<file path="src/rtl/jacobi_sweep_scheduler_if.sv">
// Rotation request/completion bus between the sweep scheduler (master)
// and the shared jacobi rotation datapath (slave).
interface jacobi_sweep_scheduler_if #(
    parameter int WIDTH    = 16,
    parameter int N_STOCKS = 4
);
    localparam int IW = (N_STOCKS > 1) ? $clog2(N_STOCKS) : 1;

    logic             rot_valid;
    logic             rot_ready;
    logic [IW-1:0]    rot_i;
    logic [IW-1:0]    rot_j;
    logic             rot_first;
    logic             rot_done;
    logic [WIDTH-1:0] rot_mag;

    modport master (
        output rot_valid, rot_i, rot_j, rot_first,
        input  rot_ready, rot_done, rot_mag
    );

    modport slave (
        input  rot_valid, rot_i, rot_j, rot_first,
        output rot_ready, rot_done, rot_mag
    );
endinterface

</file>
<file path="src/rtl/jacobi_sweep_scheduler.sv">
// Cyclic-order Jacobi sweep scheduler: issues pivot pairs (i,j) row by row,
// folds the reported pivot magnitudes into a per-sweep maximum and stops on
// convergence (sweep max < tol) or after MAX_SWEEPS sweeps.
// Optional build macro JACOBI_SCHED_STATS_EN adds a saturating rot_count output.
module jacobi_sweep_scheduler #(
    parameter int WIDTH      = 16,
    parameter int N_STOCKS   = 4,
    parameter int MAX_SWEEPS = 8,
    localparam int IW = (N_STOCKS > 1) ? $clog2(N_STOCKS) : 1,
    localparam int SW = $clog2(MAX_SWEEPS + 1)
) (
    input  logic                        clk,
    input  logic                        rst,
    input  logic                        start,
    input  logic [WIDTH-1:0]            tol,
    output logic                        busy,
    output logic                        done,
    output logic                        converged,
    output logic [SW-1:0]               sweeps_used,
    jacobi_sweep_scheduler_if.master    rot
`ifdef JACOBI_SCHED_STATS_EN
    ,
    output logic [15:0]                 rot_count
`endif
);
    typedef enum logic [1:0] {IDLE, ISSUE, WAIT, EVAL} state_t;

    state_t           state_q, state_d;
    logic [IW-1:0]    p_q, p_d, q_q, q_d;
    logic [SW-1:0]    sweep_q, sweep_d;
    logic [SW-1:0]    sweeps_used_q, sweeps_used_d;
    logic [WIDTH-1:0] smax_q, smax_d, tol_q, tol_d;
    logic             first_q, first_d;
    logic             done_q, done_d;
    logic             conv_q, conv_d;
    logic             last_pair;
    logic             start_acc;

    // The final pair of a sweep is (N-2, N-1).
    assign last_pair = (p_q == IW'(N_STOCKS - 2)) && (q_q == IW'(N_STOCKS - 1));
    // A start in the done cycle is still "while busy" and is dropped.
    assign start_acc = (state_q == IDLE) && !done_q && start;

    // Next-state and datapath update for the sweep sequencer.
    always_comb begin
        state_d       = state_q;
        p_d           = p_q;
        q_d           = q_q;
        sweep_d       = sweep_q;
        sweeps_used_d = sweeps_used_q;
        smax_d        = smax_q;
        tol_d         = tol_q;
        first_d       = first_q;
        done_d        = 1'b0;
        conv_d        = conv_q;
        case (state_q)
            IDLE: begin
                if (start_acc) begin
                    tol_d   = tol;
                    p_d     = '0;
                    q_d     = IW'(1);
                    sweep_d = '0;
                    smax_d  = '0;
                    first_d = 1'b1;
                    state_d = ISSUE;
                end
            end
            ISSUE: begin
                if (rot.rot_ready) begin
                    first_d = 1'b0;
                    state_d = WAIT;
                end
            end
            WAIT: begin
                if (rot.rot_done) begin
                    if (rot.rot_mag > smax_q) begin
                        smax_d = rot.rot_mag;
                    end
                    if (last_pair) begin
                        // Rewind here so rot_i/rot_j never leave the index range.
                        p_d     = '0;
                        q_d     = IW'(1);
                        state_d = EVAL;
                    end else if (q_q == IW'(N_STOCKS - 1)) begin
                        p_d     = p_q + IW'(1);
                        q_d     = p_q + IW'(2);
                        state_d = ISSUE;
                    end else begin
                        q_d     = q_q + IW'(1);
                        state_d = ISSUE;
                    end
                end
            end
            EVAL: begin
                sweep_d = sweep_q + SW'(1);
                if (smax_q < tol_q) begin
                    done_d        = 1'b1;
                    conv_d        = 1'b1;
                    sweeps_used_d = sweep_d;
                    state_d       = IDLE;
                end else if (sweep_d == SW'(MAX_SWEEPS)) begin
                    done_d        = 1'b1;
                    conv_d        = 1'b0;
                    sweeps_used_d = sweep_d;
                    state_d       = IDLE;
                end else begin
                    smax_d  = '0;
                    state_d = ISSUE;
                end
            end
            default: state_d = IDLE;
        endcase
    end

    // State and datapath registers.
    always_ff @(posedge clk) begin
        if (rst) begin
            state_q       <= IDLE;
            p_q           <= '0;
            q_q           <= IW'(1);
            sweep_q       <= '0;
            sweeps_used_q <= '0;
            smax_q        <= '0;
            tol_q         <= '0;
            first_q       <= 1'b0;
            done_q        <= 1'b0;
            conv_q        <= 1'b0;
        end else begin
            state_q       <= state_d;
            p_q           <= p_d;
            q_q           <= q_d;
            sweep_q       <= sweep_d;
            sweeps_used_q <= sweeps_used_d;
            smax_q        <= smax_d;
            tol_q         <= tol_d;
            first_q       <= first_d;
            done_q        <= done_d;
            conv_q        <= conv_d;
        end
    end

    assign busy          = (state_q != IDLE) || done_q;
    assign done          = done_q;
    assign converged     = conv_q;
    assign sweeps_used   = sweeps_used_q;
    assign rot.rot_valid = (state_q == ISSUE);
    assign rot.rot_first = (state_q == ISSUE) && first_q;
    assign rot.rot_i     = p_q;
    assign rot.rot_j     = q_q;

`ifdef JACOBI_SCHED_STATS_EN
    logic [15:0] cnt_q, cnt_d;

    // Saturating count of handshaken rotations since the last accepted start.
    always_comb begin
        cnt_d = cnt_q;
        if (start_acc) begin
            cnt_d = '0;
        end else if ((state_q == ISSUE) && rot.rot_ready && (cnt_q != 16'hFFFF)) begin
            cnt_d = cnt_q + 16'd1;
        end
    end

    // Rotation counter register.
    always_ff @(posedge clk) begin
        if (rst) begin
            cnt_q <= '0;
        end else begin
            cnt_q <= cnt_d;
        end
    end

    assign rot_count = cnt_q;
`endif
endmodule

</file>
<file path="src/flat_wrapper.sv">
// flat-port wrapper written by rule: the top's interface ports become plain ports
module jacobi_sweep_scheduler_flat 
#(
    parameter int WIDTH      = 16,
    parameter int N_STOCKS   = 4,
    parameter int MAX_SWEEPS = 8,
    localparam int IW = (N_STOCKS > 1) ? $clog2(N_STOCKS) : 1,
    localparam int SW = $clog2(MAX_SWEEPS + 1)
)
  (clk, rst, start, tol, busy, done, converged, sweeps_used, rot_rot_valid, rot_rot_i, rot_rot_j, rot_rot_first, rot_rot_ready, rot_rot_done, rot_rot_mag);
  jacobi_sweep_scheduler_if #(.WIDTH(WIDTH), .N_STOCKS(N_STOCKS)) rot_i ();
  input  logic clk;
  input  logic rst;
  input  logic start;
  input  logic [WIDTH-1:0] tol;
  output logic busy;
  output logic done;
  output logic converged;
  output logic [SW-1:0] sweeps_used;
  output wire logic [$bits(rot_i.rot_valid)-1:0] rot_rot_valid;
  output wire logic [$bits(rot_i.rot_i)-1:0] rot_rot_i;
  output wire logic [$bits(rot_i.rot_j)-1:0] rot_rot_j;
  output wire logic [$bits(rot_i.rot_first)-1:0] rot_rot_first;
  input wire logic [$bits(rot_i.rot_ready)-1:0] rot_rot_ready;
  input wire logic [$bits(rot_i.rot_done)-1:0] rot_rot_done;
  input wire logic [$bits(rot_i.rot_mag)-1:0] rot_rot_mag;
  assign rot_rot_valid = rot_i.rot_valid;
  assign rot_rot_i = rot_i.rot_i;
  assign rot_rot_j = rot_i.rot_j;
  assign rot_rot_first = rot_i.rot_first;
  assign rot_i.rot_ready = rot_rot_ready;
  assign rot_i.rot_done = rot_rot_done;
  assign rot_i.rot_mag = rot_rot_mag;
  jacobi_sweep_scheduler #(.WIDTH(WIDTH), .N_STOCKS(N_STOCKS), .MAX_SWEEPS(MAX_SWEEPS)) u_core (.clk(clk), .rst(rst), .start(start), .tol(tol), .busy(busy), .done(done), .converged(converged), .sweeps_used(sweeps_used), .rot(rot_i));
endmodule
</file>
<file path="config.mk">
export PLATFORM = sky130hd
export DESIGN_NAME = jacobi_sweep_scheduler_flat
export DESIGN_NICKNAME = d
export VERILOG_FILES = /design/src/rtl/jacobi_sweep_scheduler_if.sv /design/src/rtl/jacobi_sweep_scheduler.sv /design/src/flat_wrapper.sv
export SDC_FILE = /design/constraint.sdc
export NUM_CORES = 1
export LEC_CHECK = 0
export BUFFER_PORTS_ARGS = -buffer_cell sky130_fd_sc_hd__buf_2
export CAP_MARGIN = 20
export CELL_PAD_IN_SITES_DETAIL_PLACEMENT = 0
export CELL_PAD_IN_SITES_GLOBAL_PLACEMENT = 1
export CORE_MARGIN = 2
export CORE_UTILIZATION = 45
export CTS_CLUSTER_SIZE = 30
export DETAILED_ROUTE_END_ITERATION = 8
export PLACE_DENSITY = 0.93
export SETUP_SLACK_MARGIN = 0.3
export SLEW_MARGIN = 20
export SYNTH_ARGS = -nofsm -noshare
export SYNTH_HDL_FRONTEND = slang
export SYNTH_SLANG_ARGS = --single-unit
</file>
<file path="constraint.sdc">
create_clock -name clk -period 3.8 [get_ports clk]
set_input_delay 0.76 -clock clk [delete_from_list [all_inputs] [get_ports clk]]
set_output_delay 0.76 -clock clk [all_outputs]
set_load 0.01 [all_outputs]
</file>
==> flow_metrics.py, run 1 <==
metrics = {
    "timing": {
        "setup-violations-final": 0,
        "worstMarginPinSlew_ps": 876.5,
        "finalSetupTns_ps": 0,
        "fmax_mhz": 401.8,
        "slew_violations": 0,
        "finalCriticalPeriod_ps": 2489,
        "clock_skew_ps": 7.177,
        "slew_headroom_pct": 41.57,
        "post-route-period-util_pct": 65.50,
        "grt_setup_unrepaired": "no",
        "finalHoldViolations": 0,
    },
    "cells_and_area": {
        "final_nets": 455,
        "insertedDiodeCount": 0,
        "drive_above_1_share_pct": 21.76,
        "final_cell_mix": "49 x buf_2, 49 x dfxtp_1, 42 x nand2_1",
        "multiInputGateArea_sq_um": 1772,
        "seq_area_sq_um": 980.9,
        "fill_cells": 618,
        "area_growth_pct": 13.77,
    },
    "critical_path": {
        "critPathMaxFanout": 16,
        "r2r-end": "u_core.smax_q[14]",
        "cp-endpoint": "u_core.smax_q[14]",
        "endpoint_kind": "flop",
        "rr_startpoint": "u_core.state_q[1]",
        "crit_arrival_ps": 2730,
        "cp-start-kind": "input port",
        "crit_required_ps": 4040,
        "crit_start": "rot_rot_mag[14]",
        "rr_worst_depth": 7,
        "r2r_slack_ps": 1360,
        "critical_path_class": "in2reg",
    },
    "floorplanning": {
        "dieArea_sq_um": 7226,
        "core_area_sq_um": 6350,
        "die_width_um": 85.01,
        "die_y_um": 85.01,
        "rows": 29,
        "io_pins": 50,
        "initial_core_util_pct": 46.50,
    },
    "pwr": {
        "swShare_pct": 34.64,
        "powerDensity_nw_per_um2": 427.9,
        "pwr-share-comb_pct": 30.6,
        "switching_power_mw": 0.4979,
        "p_leak_nw": 1.309,
        "p_seq_share_pct": 42.4,
        "clkPwrFrac_pct": 27.0,
        "peakVddDrop_uv": 251.1,
        "internal_power_mw": 0.9395,
        "power_mw": 1.437,
    },
    "drt": {
        "drt-total-wl_mm": 6.557,
        "vias": 2537,
        "drt_first_iter_violations": 95,
        "ant_nets": 0,
        "via_per_inst": 5.479,
        "dr.pass1.iters": 4,
        "drcViolationCount": 0,
        "routedWlPerCell_um": 14.16,
    },
    "cts": {
        "numCtsBuffers": 5,
        "cts_sinks": 49,
        "cts_buffer_depth": 2,
        "holdBufCountCts": 0,
        "clkLatencyLatePin_ps": 310,
        "root_buffer": "clkbuf_8",
        "cts_tree": "done",
        "postCtsSetupBuffers": 0,
        "htree_levels": 2,
        "clk_pin_slew_ps": 100,
        "cts_resized": 0,
    },
    "yosys": {
        "ys_seq_elements": 49,
        "avgSynthCellArea_sq_um": 8.609,
        "netlist_instances": 343,
        "yosysUniqueCellTypes": 50,
        "yosysSeqAreaShare_pct": 33.22,
        "ys.flop_type": "dfxtp_1",
        "synth_area_sq_um": 2953,
        "synth_edf_count": 0,
        "synthArstFlopShare_pct": 0,
        "synth-warning-count": 0,
        "synth_nets": 413,
    },
    "global_route": {
        "global_route.usage.met2_pct": 33.03,
        "antenna_found_initial": 0,
        "grt_max_degree": 52,
        "grt_pass1_wl_mm": 11.19,
        "grt_pass1_vias": 2401,
        "global_route.peak_usage_layer": "met2",
        "grt_usage_pct": 19.02,
        "gr-total-overflow": 0,
        "gr-usage-met3_pct": 3.210,
        "grt_use_met1_pct": 24.52,
    },
    "place": {
        "io_buffers": 49,
        "place.gp.congestion": 0.7424,
        "dp_hpwl_mm": 4.950,
    },
    "outcome": {
        "status": "complete, no violations",
    },
    "worst_hold_path": {
        "hp-class": "reg2reg",
    },
    "job": {
        "cap_violations": 0,
    },
}
## critical path, stage by stage
cell and delay [ps]:
buf_2 120, ha_1 290, nand4_1 160, nor4_1 450
a21boi_2 260, o31ai_2 110, nor3_2 120, buf_4 280
o2bb2ai_1 170
## logic make-up after synthesis
group                    after synthesis  synth area share (%)
AO/OA/AOI/OAI                         86                 22.75
adder cells (fa/ha/maj)               33                 13.98
flip-flops                            49                 33.22
buffers and inverters                 51                 7.076
multiplexers                           3                 1.059
AND/OR/NAND/NOR                      118                 21.02
XOR/XNOR                               3                0.8900
## flip-flops by register name, summed over array words and instances (netlist names), 2 cells and up
register            count
u_core.smax_q          16
u_core.tol_q           16
u_core.sweep_q          4
u_core.sweeps_used      4
u_core.rot.rot_i        2
u_core.rot.rot_j        2
u_core.state_q          2
## power by group through the flow
stage / registers [mW] / clock network, mW / logic (mW)
after floorplan: 0.592 / 0 / 0.350
after global placement: 0.619 / 0 / 0.429
after detailed placement: 0.622 / 0 / 0.440
after CTS: 0.610 / 0.393 / 0.444
after global routing: 0.619 / 0.413 / 0.496
final: 0.610 / 0.388 / 0.439
## worst min path at each step
| stage | cells after the start | from | slack [ps] | endpoint |
|---|---|---|---|---|
| global placement | 2 | u_core.tol_q[14] | 440 | u_core.tol_q[14] |
| global route | 2 | u_core.tol_q[3] | 480 | u_core.tol_q[3] |
| detailed placement | 2 | u_core.tol_q[7] | 450 | u_core.tol_q[7] |
| finish | 2 | u_core.tol_q[7] | 460 | u_core.tol_q[7] |
| floorplan | 2 | u_core.tol_q[10] | 440 | u_core.tol_q[10] |
| CTS | 2 | u_core.tol_q[7] | 460 | u_core.tol_q[7] |
## per-stage QoR
stage,std cells,setup slack [ps],hold WS [ps],utilization [%],cell area (sq um)
finish,463,1311,459.1,52.91,3359
global route,463,1152,476.9,52.91,3359
CTS,463,1331,460.3,52.91,3359
detailed placement,455,1021,446.5,51.09,3244
global placement,455,1092,443.3,51.09,3244
floorplan,343,1286,436.3,-,2953
## metal layers
| metal | routed length (um) | vias up |
|---|---|---|
| li1 | - | 1282 |
| met1 | 3078 | 1196 |
| met2 | 3172 | 49 |
| met3 | 233 | 10 |
| met4 | 74 | 0 |
| met5 | 0 | - |
## area by class of cell
cell class | instances | area share (%)
inverters | 34 | 3.799
clock buffers | 5 | 2.048
clock inverters | 3 | 1.378
well taps | 77 | 2.868
multi-input cells | 243 | 52.74
flip-flops and latches | 49 | 29.20
repair buffers | 52 | 7.970
## cell usage after synthesis, types with 2 or more instances
library cell,number,area [sq um]
a31oi_1,2,12.51
o211ai_1,2,15.01
a21o_1,4,30.03
o2bb2ai_2,10,150.1
a211oi_1,3,22.52
dfxtp_1,49,980.9
nand4_1,5,31.28
nand2_1,42,157.7
a21oi_1,39,195.2
and4_1,3,26.28
nand3_1,7,35.03
nor4_1,4,25.02
clkbuf_1,12,45.04
xnor2_1,3,26.28
and2_1,2,12.51
nor2_1,13,48.80
o2bb2ai_1,6,52.55
o21a_1,2,15.01
mux2i_1,2,20.02
o21ai_1,2,10.01
inv_1,34,127.6
nor2b_1,5,31.28
o21ai_0,4,20.02
buf_4,2,15.01
or2_2,2,12.51
nor3_1,7,35.03
nand2b_1,19,118.9
or3_1,3,18.77
ha_1,33,412.9
buf_2,2,10.01
(Power assumes the default switching activity.)
==> inputs of run 2 (changes only) <==
--- a/config.mk
+++ b/config.mk
@@ -5,15 +5,16 @@
 export SDC_FILE = /design/constraint.sdc
 export NUM_CORES = 1
 export LEC_CHECK = 0
+export ABC_AREA = 1
 export BUFFER_PORTS_ARGS = -buffer_cell sky130_fd_sc_hd__buf_2
 export CAP_MARGIN = 20
 export CELL_PAD_IN_SITES_DETAIL_PLACEMENT = 0
 export CELL_PAD_IN_SITES_GLOBAL_PLACEMENT = 1
 export CORE_MARGIN = 2
-export CORE_UTILIZATION = 45
+export CORE_UTILIZATION = 36
 export CTS_CLUSTER_SIZE = 30
 export DETAILED_ROUTE_END_ITERATION = 8
-export PLACE_DENSITY = 0.93
+export PLACE_DENSITY = 0.85
 export SETUP_SLACK_MARGIN = 0.3
 export SLEW_MARGIN = 20
 export SYNTH_ARGS = -nofsm -noshare
==> constraint.sdc (replaced) <==
create_clock -name clk -period 2.25 [get_ports clk]
set_input_delay 0.45 -clock clk [delete_from_list [all_inputs] [get_ports clk]]
set_output_delay 0.45 -clock clk [all_outputs]
set_load 0.01 [all_outputs]
==> run 2 against run 1 <==
  * Global-route usage shrank 3.2 points
  * Clock skew grew 5.7 ps
  * Critical path depth grew 4
  * Area after synthesis shrank 3.5%
  * Flip-flop and latch count is the same
  * Worst setup slack lost 1000 ps
  * Final cell count grew 22%
  * Clock power grew 72%
  * Synthesized cell count grew 19%
  * Combinational power grew to 4.6 times the previous value
  * Count of clock-buffer cells in the layout is the same
  * Largest cell class unchanged
==> flow_metrics.py, run 2 <==
metrics = {
    "outcome": {
        "status": "complete, no violations",
    },
    "drt": {
        "via_per_inst": 4.744,
        "drcViolationCount": 0,
        "drt_first_iter_violations": 112,
        "dr.pass1.iters": 4,
        "ant_nets": 0,
        "routedWlPerCell_um": 12.12,
        "drt-total-wl_mm": 6.862,
        "vias": 2685,
    },
    "critical_path": {
        "crit_top_cell": "nand2_1",
        "rr_startpoint": "u_core.smax_q[10]",
        "crit_required_ps": 2460,
        "cp-start-kind": "flop",
        "crit_cells": 13,
        "critPathMaxFanout": 8,
        "cpPeakStageDelay_ps": 340,
        "crit_arrival_ps": 2170,
        "critical_path_class": "reg2reg",
        "cp_slowest_cell": "dfxtp_2",
        "rr_worst_depth": 13,
        "path_buf_inv": 2,
        "endpoint_kind": "flop",
        "crit_family": "simple AND/OR/NAND/NOR gates",
        "r2r-end": "u_core.smax_q[12]",
        "r2r_slack_ps": 290,
        "cp_cell_sequence": "buf_4 -> ha_1 -> nand2_1 -> o21bai_4 -> a21oi_2 -> nor2_2 -> nand2_1 -> nand2_2 -> nand2_4 -> buf_6 -> nand3_2 -> nand2_1 -> nor2_1",
        "crit_start": "u_core.smax_q[10]",
        "cp-endpoint": "u_core.smax_q[12]",
    },
    "yosys": {
        "avgSynthCellArea_sq_um": 7.003,
        "synth.area.mux_share_pct": 0,
        "synthArstFlopShare_pct": 0,
        "synth_simple_gate_area_share_pct": 24.71,
        "yosysUniqueCellTypes": 32,
        "synth_nets": 477,
        "synth-warning-count": 0,
        "synth_edf_count": 0,
        "synth_most_common_cell": "nand2_1",
        "synth_top_area_share_pct": 34.42,
        "ys.flop_type": "dfxtp_1",
        "ys_top_cells_by_count": "91 x nand2_1, 57 x inv_1, 49 x a21oi_1, 49 x dfxtp_1, 39 x nor2_1",
        "synthXorXnorAreaFrac_pct": 0.6146,
        "netlist_instances": 407,
        "yosys.area.top_type": "dfxtp_1",
        "synth_top_family_by_area": "simple AND/OR/NAND/NOR gates",
        "synth_compound_area_share_pct": 15.14,
        "ys_seq_elements": 49,
        "yosysSeqAreaShare_pct": 34.42,
        "synth_area_sq_um": 2850,
        "synth-adder-area-share_pct": 14.49,
        "synth_area_leaders": "dfxtp_1 34%, ha_1 14%, nand2_1 12%",
    },
    "timing": {
        "post-route-period-util_pct": 87.01,
        "worstMarginPinSlew_ps": 378.4,
        "finalHoldViolations": 0,
        "grt_setup_unrepaired": "yes",
        "fmax_mhz": 510.8,
        "finalSetupTns_ps": 0,
        "whs_ps": 411.6,
        "slew_violations": 0,
        "slew_headroom_pct": 74.12,
        "setup-violations-final": 0,
        "clock_skew_ps": 12.92,
        "finalCriticalPeriod_ps": 1958,
    },
    "floorplanning": {
        "io_pins": 50,
        "core_area_sq_um": 7687,
        "dieArea_sq_um": 8645,
        "die_width_um": 92.98,
        "die_y_um": 92.98,
        "rows": 32,
        "initial_core_util_pct": 37.08,
    },
    "cts": {
        "htree_levels": 2,
        "cts_buffer_depth": 2,
        "root_buffer": "clkbuf_8",
        "clkLatencyLatePin_ps": 320,
        "cts_sinks": 49,
        "numCtsBuffers": 5,
        "clk_pin_slew_ps": 100,
        "cts_tree": "done",
    },
    "place": {
        "io_buffers": 49,
        "dp_hpwl_mm": 4.923,
        "place.gp.congestion": 0.8086,
        "dpl.cell_count": 551,
    },
    "global_route": {
        "grt_pass1_wl_mm": 10.89,
        "gr-total-overflow": 0,
        "antenna_found_initial": 0,
        "grt_usage_pct": 15.83,
        "grt_pass1_vias": 2437,
        "grt_max_degree": 36,
    },
    "cells_and_area": {
        "drive_above_1_share_pct": 27.16,
        "insertedDiodeCount": 0,
        "fin_util_pct": 46.31,
        "layout_commonest_cell": "nand2_1",
        "top_regs": "u_core.smax_q (16), u_core.tol_q (16)",
        "stdcell_count": 566,
        "area_growth_pct": 24.89,
        "final_cell_mix": "87 x nand2_1, 53 x inv_1, 50 x buf_2",
        "final_nets": 533,
    },
    "worst_hold_path": {
        "holdPathStages": 3,
        "hp-class": "in2reg",
    },
    "pwr": {
        "powerDensity_nw_per_um2": 1094,
        "p_leak_nw": 1.710,
        "peakVddDrop_uv": 489.2,
        "power_mw": 3.895,
    },
    "job": {
        "cap_violations": 0,
    },
}
-- run 2: cell count changes after synthesis, sizes merged, moves of 4 or more --
cell,previous run,this run
o21ai,7,22
nand2,42,94
nor4,5,0
nand2b,20,0
inv,34,61
nor2,13,45
nor2b,6,0
o2bb2ai,16,0
clkbuf,12,8
a21oi,40,50
nand3,7,20
-- run 2: worst reg2reg max path, stage by stage, from the launching register on --
cell and delay, ps:
dfxtp_2 340, buf_4 130, ha_1 260, nand2_1 70, o21bai_4 180, a21oi_2 170
nor2_2 80, nand2_1 80, nand2_2 70, nand2_4 120, buf_6 160, nand3_2 80
nand2_1 70, nor2_1 40
-- run 2: report_power, final --
| group | switching, mW | internal [mW] | total, mW |
|---|---|---|---|
| clock | 0.333 | 0.333 | 0.666 |
| sequential | 0.134 | 1.09 | 1.22 |
| combinational | 1.20 | 0.810 | 2.01 |
-- run 2: cells by family (layout without fill, tap and decap cells) --
logic type	Yosys count	after routing
buffers and inverters	75	131
AOI/OAI and AO/OA	80	80
xor gates and xnor gates	2	2
adders and majority gates	33	33
and+or+nand+nor	168	169
DFF	49	49
-- run 2: worst min-delay path by stage --
stage | startpoint | end | slack, ps
after floorplan | u_core.tol_q[0] | u_core.tol_q[0] | 420
after global placement | u_core.tol_q[0] | u_core.tol_q[0] | 440
after detailed placement | u_core.tol_q[0] | u_core.tol_q[0] | 450
after CTS | tol[6] | u_core.tol_q[6] | 410
after global routing | tol[2] | u_core.tol_q[2] | 420
final | tol[2] | u_core.tol_q[2] | 410
-- run 2: final cells by class --
| class | instances | area [sq um] |
|---|---|---|
| flip-flops and latches | 49 | 996.0 |
| clock buffers | 5 | 68.82 |
| fillers | 815 | 4128 |
| inverters | 61 | 229.0 |
| multi-input cells | 284 | 1737 |
| well taps | 102 | 127.6 |
| clock inverters | 3 | 46.29 |
| repair buffers | 62 | 355.3 |
-- run 2: repair_timing --
item                                    in CTS  in global routing
endpoints found under the setup margin      18                 22
cloned                                       1                  1
pin swaps                                    2                  9
setup buffers                                3                  2
hold buffers                                 0                  0
gates resized for setup                      7                 40
-- run 2: metrics by stage --
step	instance area (sq um)	worst slack, ps
detailed placement	3202	98.90
global placement	3202	127.5
global route	3560	160.1
finish	3560	292.2
CTS	3373	320.8
floorplan	2850	409.3
-- run 2: layer usage --
layer	up-vias	track usage [%]	wire (um)
met5	-	0	0
met4	0	3.922	64
met3	6	3.787	321
met2	50	25.54	3050
met1	1206	21.34	3426
li1	1423	-	-
